$ cat src/rtl/instruction_encoder.sv
// RV32I instruction word encoder: packs opcode/register/funct fields and an immediate
// into one instruction word through a two-register valid/ready pipeline.
module instruction_encoder #(
  parameter int INSTRUCTION_BITSIZE = 32,
  parameter int OPCODE_SIZE         = 7,
  parameter int COUNT_WIDTH         = 16
) (
  input  logic                           clk,
  input  logic                           reset,
  input  logic                           in_valid,
  output logic                           in_ready,
  input  logic [OPCODE_SIZE-1:0]         opcode,
  input  logic [4:0]                     rd,
  input  logic [4:0]                     rs1,
  input  logic [4:0]                     rs2,
  input  logic [2:0]                     funct3,
  input  logic [6:0]                     funct7,
  input  logic [INSTRUCTION_BITSIZE-1:0] immediate,
  output logic                           out_valid,
  input  logic                           out_ready,
  output logic [INSTRUCTION_BITSIZE-1:0] instruction,
  output logic                           imm_error,
  output logic                           illegal_opcode,
  output logic [COUNT_WIDTH-1:0]         encoded_count
);

  typedef enum logic [2:0] {
    FMT_R,
    FMT_I,
    FMT_S,
    FMT_B,
    FMT_U,
    FMT_J,
    FMT_BAD
  } fmt_t;

  logic                           s1_valid;
  logic [OPCODE_SIZE-1:0]         s1_opcode;
  logic [4:0]                     s1_rd;
  logic [4:0]                     s1_rs1;
  logic [4:0]                     s1_rs2;
  logic [2:0]                     s1_funct3;
  logic [6:0]                     s1_funct7;
  logic [INSTRUCTION_BITSIZE-1:0] s1_imm;

  logic                           s1_adv;
  fmt_t                           fmt;
  logic [INSTRUCTION_BITSIZE-1:0] enc;
  logic                           enc_imm_error;
  logic                           enc_illegal;

  assign s1_adv   = s1_valid && (!out_valid || out_ready);
  assign in_ready = !s1_valid || s1_adv;

  always_ff @(posedge clk) begin
    if (reset) begin
      s1_valid  <= 1'b0;
      s1_opcode <= '0;
      s1_rd     <= '0;
      s1_rs1    <= '0;
      s1_rs2    <= '0;
      s1_funct3 <= '0;
      s1_funct7 <= '0;
      s1_imm    <= '0;
    end else if (in_ready) begin
      s1_valid <= in_valid;
      if (in_valid) begin
        s1_opcode <= opcode;
        s1_rd     <= rd;
        s1_rs1    <= rs1;
        s1_rs2    <= rs2;
        s1_funct3 <= funct3;
        s1_funct7 <= funct7;
        s1_imm    <= immediate;
      end
    end
  end

  always_comb begin
    fmt = FMT_BAD;
    case (s1_opcode)
      7'b0110011:                         fmt = FMT_R;
      7'b0010011, 7'b0000011, 7'b1100111: fmt = FMT_I;
      7'b0100011:                         fmt = FMT_S;
      7'b1100011:                         fmt = FMT_B;
      7'b0110111, 7'b0010111:             fmt = FMT_U;
      7'b1101111:                         fmt = FMT_J;
      default:                            fmt = FMT_BAD;
    endcase
  end

  // Range violations still produce a word built from the truncated immediate bits.
  always_comb begin
    enc           = 32'h0000_0013;
    enc_imm_error = 1'b0;
    enc_illegal   = 1'b0;
    case (fmt)
      FMT_R: enc = {s1_funct7, s1_rs2, s1_rs1, s1_funct3, s1_rd, s1_opcode};
      FMT_I: begin
        enc           = {s1_imm[11:0], s1_rs1, s1_funct3, s1_rd, s1_opcode};
        enc_imm_error = !((&s1_imm[31:11]) || !(|s1_imm[31:11]));
      end
      FMT_S: begin
        enc           = {s1_imm[11:5], s1_rs2, s1_rs1, s1_funct3, s1_imm[4:0], s1_opcode};
        enc_imm_error = !((&s1_imm[31:11]) || !(|s1_imm[31:11]));
      end
      FMT_B: begin
        enc           = {s1_imm[12], s1_imm[10:5], s1_rs2, s1_rs1, s1_funct3,
                         s1_imm[4:1], s1_imm[11], s1_opcode};
        enc_imm_error = s1_imm[0] || !((&s1_imm[31:12]) || !(|s1_imm[31:12]));
      end
      FMT_U: begin
        enc           = {s1_imm[31:12], s1_rd, s1_opcode};
        enc_imm_error = |s1_imm[11:0];
      end
      FMT_J: begin
        enc           = {s1_imm[20], s1_imm[10:1], s1_imm[11], s1_imm[19:12], s1_rd, s1_opcode};
        enc_imm_error = s1_imm[0] || !((&s1_imm[31:20]) || !(|s1_imm[31:20]));
      end
      default: begin
        enc         = 32'h0000_0013;
        enc_illegal = 1'b1;
      end
    endcase
  end

  always_ff @(posedge clk) begin
    if (reset) begin
      out_valid      <= 1'b0;
      instruction    <= '0;
      imm_error      <= 1'b0;
      illegal_opcode <= 1'b0;
    end else if (s1_adv) begin
      out_valid      <= 1'b1;
      instruction    <= enc;
      imm_error      <= enc_imm_error;
      illegal_opcode <= enc_illegal;
    end else if (out_ready) begin
      out_valid <= 1'b0;
    end
  end

  always_ff @(posedge clk) begin
    if (reset) begin
      encoded_count <= '0;
    end else if (out_valid && out_ready) begin
      encoded_count <= encoded_count + 1'b1;
    end
  end

endmodule

$ cat config.mk
export PLATFORM = sky130hd
export DESIGN_NAME = instruction_encoder
export DESIGN_NICKNAME = d
export VERILOG_FILES = /design/src/rtl/instruction_encoder.sv
export SDC_FILE = /design/constraint.sdc
export NUM_CORES = 1
export LEC_CHECK = 0
export ABC_AREA = 1
export CAP_MARGIN = 20
export CELL_PAD_IN_SITES_DETAIL_PLACEMENT = 0
export CELL_PAD_IN_SITES_GLOBAL_PLACEMENT = 1
export CORE_ASPECT_RATIO = 1.1
export CORE_MARGIN = 5
export CORE_UTILIZATION = 38
export DETAILED_ROUTE_END_ITERATION = 12
export PLACE_DENSITY = 0.89
export RECOVER_POWER = 50
export SETUP_SLACK_MARGIN = 0.15
export SLEW_MARGIN = 10
export SYNTH_ARGS = -nofsm -noshare
export SYNTH_HDL_FRONTEND = slang
export SYNTH_SLANG_ARGS = --single-unit
$ cat constraint.sdc
create_clock -name clk -period 6 [get_ports clk]
set_input_delay 1.5 -clock clk [delete_from_list [all_inputs] [get_ports clk]]
set_output_delay 1.5 -clock clk [all_outputs]
set_load 0.01 [all_outputs]
==> impl_metrics.py <==
metrics = {
    "routing": {
        "avgViaCountPerCell": 5.00,
        "pre_antenna_drt_iters": 5,
        "dr.first_iter.drc_count": 290,
        "avg_wl_per_cell_um": 14.4,
        "antenna_left": 0,
        "wirelength_mm": 14.3,
        "via_count": 4956,
        "drc": 0,
    },
    "global_route": {
        "gr-total-overflow": 0,
        "grt_util_all_layers_pct": 18.0,
        "pin_count_of_the_biggest_net_entering_global_routing": 80,
        "grt_antenna_before_repair": 0,
        "grt_pass1_vias": 4751,
        "grt_pass1_wl_mm": 23.2,
    },
    "run": {
        "number_of_maximum_capacitance_violations": 1,
    },
    "die": {
        "rows": 44,
        "coreArea_mm2": 0.0132,
        "chipWidth_um": 120,
        "die_area_mm2": 0.0158,
        "initial_core_util_pct": 38.7,
        "top_level_ports": 120,
        "fp.dieH_um": 131,
    },
    "timing": {
        "final.period_utilization_pct": 71.8,
        "max_slew_violation_count": 37,
        "rsz0062_at_grt": "no",
        "clock-skew-final_ns": 0.00661,
        "layout_min_cycle_time_ns": 4.31,
        "timing.final.setup_violations": 0,
        "setup-tns-final_ns": 0,
        "maxClockFrequency_mhz": 232,
        "max_slew_margin_pct": -3.06,
        "timing_worst_slew_pin_value_ns": 1.55,
        "setup_slack_ns": 1.69,
        "timing.final.hold_violations": 0,
    },
    "clock_tree": {
        "cts_buffers": 17,
        "maximum_buffer_depth_of_the_clock_tree": 2,
        "tritoncts_num_sinks": 116,
        "clk-insertion-delay-late_ns": 0.40,
        "cts-hold-fix-buffers": 0,
        "cts.clk_slew.worst_paths_ns": 0.05,
        "ctsResizeCount": 0,
        "ctsRootBufferMaster": "sky130_fd_sc_hd__clkbuf_16",
        "post_cts.repair.setup_buffers": 0,
        "cts.htree.levels": 4,
        "cts_tree": "yes",
    },
    "placement": {
        "dp_slack_ns": 1.74,
        "finalWeightedCongestion": 0.900,
        "placedInstanceArea_mm2": 0.00638,
        "io_buffers": 119,
        "place_hpwl_mm": 10.3,
    },
    "critical_path": {
        "worstPathArrival_ns": 4.58,
        "timing.critical_path.fanout_max": 36,
        "crit_type": "in -> reg",
        "crit_required_ns": 6.27,
        "crit_path_end_kind": "flip-flop",
        "r2r_setup_slack_ns": 2.83,
        "crit_path_start_kind": "primary input",
    },
    "run_status": {
        "failed_checks": "max-capacitance violations, max-slew violations",
        "outcome": "finished with violations",
    },
    "logic_synthesis": {
        "yosys.cell_types.count": 36,
        "synth_seq_area_share_pct": 45.6,
        "postSynthRegisterBits": 116,
        "postSynthNetCount": 778,
        "avgSynthCellArea_um2": 7.20,
        "postSynthCellCount": 708,
        "synthesis.area_mm2": 0.00510,
        "yosys_warnings": 0,
    },
    "pwr": {
        "max-vdd-ir-drop_v": 0.000176,
        "pwr_density_cell_mw_per_mm2": 298,
        "static-leakage-power_nw": 2.89,
    },
    "cells_and_area": {
        "final_layout_size_suffix_gt1_share_pct": 7.83,
        "layout.filler_cells": 1317,
        "multi_input_comb_area_mm2": 0.00245,
        "antenna_cells": 0,
        "final_area_mm2": 0.00701,
        "fin_nets": 887,
        "layout-area-overhead-vs-synth_pct": 37.5,
        "utilization_pct": 53.3,
        "seq_area_mm2": 0.00232,
    },
    "hold_path": {
        "hold_path.class": "reg -> reg",
    },
}
## critical path, cell delays in order
cell	delay, ns
sky130_fd_sc_hd__dlygate4sd3_1	0.55
sky130_fd_sc_hd__inv_1	0.08
sky130_fd_sc_hd__nand2_1	0.07
sky130_fd_sc_hd__nand2_1	0.06
sky130_fd_sc_hd__clkbuf_1	1.11
sky130_fd_sc_hd__inv_1	0.28
sky130_fd_sc_hd__nand2_1	0.18
sky130_fd_sc_hd__inv_1	0.38
sky130_fd_sc_hd__nand2_1	0.27
sky130_fd_sc_hd__a21oi_1	0.08
## final cells by class
class / count / share of cell area [%]
clock inverters: 10 / 2.53
repair buffers: 123 / 17.4
inverters: 45 / 2.46
clock buffers: 22 / 6.62
well taps: 161 / 2.87
multi-input cells: 514 / 35.0
flip-flops and latches: 116 / 33.1
## cells in the mapped netlist
library cell / number / area share (%)
sky130_fd_sc_hd__nand2_1: 141 / 10
sky130_fd_sc_hd__clkinv_2: 1 / 0.098
sky130_fd_sc_hd__clkbuf_1: 29 / 2.1
sky130_fd_sc_hd__a31oi_1: 3 / 0.37
sky130_fd_sc_hd__o21a_1: 3 / 0.44
sky130_fd_sc_hd__inv_4: 1 / 0.12
sky130_fd_sc_hd__nor3_2: 2 / 0.39
sky130_fd_sc_hd__buf_6: 2 / 0.44
sky130_fd_sc_hd__o21ai_4: 1 / 0.32
sky130_fd_sc_hd__nand3b_1: 1 / 0.15
sky130_fd_sc_hd__o211ai_1: 4 / 0.59
sky130_fd_sc_hd__nor2_2: 3 / 0.37
sky130_fd_sc_hd__nor3_1: 7 / 0.69
sky130_fd_sc_hd__xor2_1: 1 / 0.17
sky130_fd_sc_hd__nand3_2: 1 / 0.20
sky130_fd_sc_hd__dfxtp_1: 116 / 46
sky130_fd_sc_hd__nor4_1: 3 / 0.37
sky130_fd_sc_hd__buf_2: 2 / 0.20
sky130_fd_sc_hd__nor3b_1: 2 / 0.29
sky130_fd_sc_hd__o21bai_2: 2 / 0.44
sky130_fd_sc_hd__ha_1: 2 / 0.49
sky130_fd_sc_hd__nand2_4: 4 / 0.88
sky130_fd_sc_hd__a21oi_1: 57 / 5.6
sky130_fd_sc_hd__nand2_2: 8 / 0.98
sky130_fd_sc_hd__a22o_1: 4 / 0.69
sky130_fd_sc_hd__or2_1: 1 / 0.12
sky130_fd_sc_hd__nor2_4: 5 / 1.1
sky130_fd_sc_hd__and3_1: 2 / 0.25
sky130_fd_sc_hd__nand3_1: 25 / 2.5
sky130_fd_sc_hd__nor2_1: 141 / 10
sky130_fd_sc_hd__nor2_8: 1 / 0.39
sky130_fd_sc_hd__a32o_1: 8 / 1.6
sky130_fd_sc_hd__nand4_1: 6 / 0.74
sky130_fd_sc_hd__o21ai_0: 76 / 7.5
sky130_fd_sc_hd__inv_1: 36 / 2.7
sky130_fd_sc_hd__inv_2: 7 / 0.52
## sequential cells by signal (all words and copies together), names as in the netlist
name / flops
encoded_count: 16
illegal_opcode: 1
imm_error: 1
instruction: 32
out_valid: 1
s1_funct3: 3
s1_funct7: 7
s1_imm: 32
s1_opcode: 7
s1_rd: 5
s1_rs1: 5
s1_rs2: 5
s1_valid: 1
## routing by layer
| metal | vias to the layer above | wire, um | GRT usage, % | share of wire [%] |
|---|---|---|---|---|
| li1 | 2544 | - | - | - |
| met1 | 2267 | 6420 | 22.8 | 45 |
| met2 | 131 | 7020 | 30.7 | 49 |
| met3 | 14 | 614 | 3.83 | 4.3 |
| met4 | 0 | 202 | 5.54 | 1.4 |
| met5 | - | 0 | 0 | 0 |
## cell families (layout without fill, tap and decap cells)
kind of cell	after synthesis	in the layout	share of synthesized area, %
buf+inv	78	200	6.16
fa+ha+maj	2	2	0.491
simple gates	353	353	30.1
compound gates	158	158	17.5
xor+xnor	1	1	0.172
flops	116	116	45.6
## power by group
group	internal [mW]	switching, mW
clock network	0.756	0.341
registers	0.806	0.0314
logic	0.0742	0.0817
## layout by cell type, fill, tap and decap left out, types with 7 or more instances in the layout
cell                              Yosys  layout
sky130_fd_sc_hd__dlygate4sd3_1        0      53
sky130_fd_sc_hd__nor2_1             141     141
sky130_fd_sc_hd__nor3_1               7       8
sky130_fd_sc_hd__nand2_1            141     142
sky130_fd_sc_hd__clkbuf_16            0      17
sky130_fd_sc_hd__o21ai_0             76      76
sky130_fd_sc_hd__inv_1               36      37
sky130_fd_sc_hd__nand3_1             25      25
sky130_fd_sc_hd__clkdlybuf4s50_1      0      66
sky130_fd_sc_hd__a21oi_1             57      57
sky130_fd_sc_hd__dfxtp_1            116     116
sky130_fd_sc_hd__nand2_2              8       7
sky130_fd_sc_hd__a32o_1               8       8
## worst paths after layout
path | start | to | depth (start not counted)
setup / recovery | out_ready | instruction[21] | 10
hold / removal | instruction[3] | instruction[3] | 2
setup reg to reg | s1_opcode[5] | instruction[4] | 16
hold reg to reg | instruction[3] | instruction[3] | 2
## stage by stage
stage	power, mW	instances	hold WS (ns)
after global routing	2.18	991	0.481
after detailed placement	1.01	959	0.457
after global placement	1.01	959	0.453
final	2.09	991	0.458
after CTS	2.11	991	0.465
after floorplan	0.930	708	0.455
(Power assumes the default switching activity.)
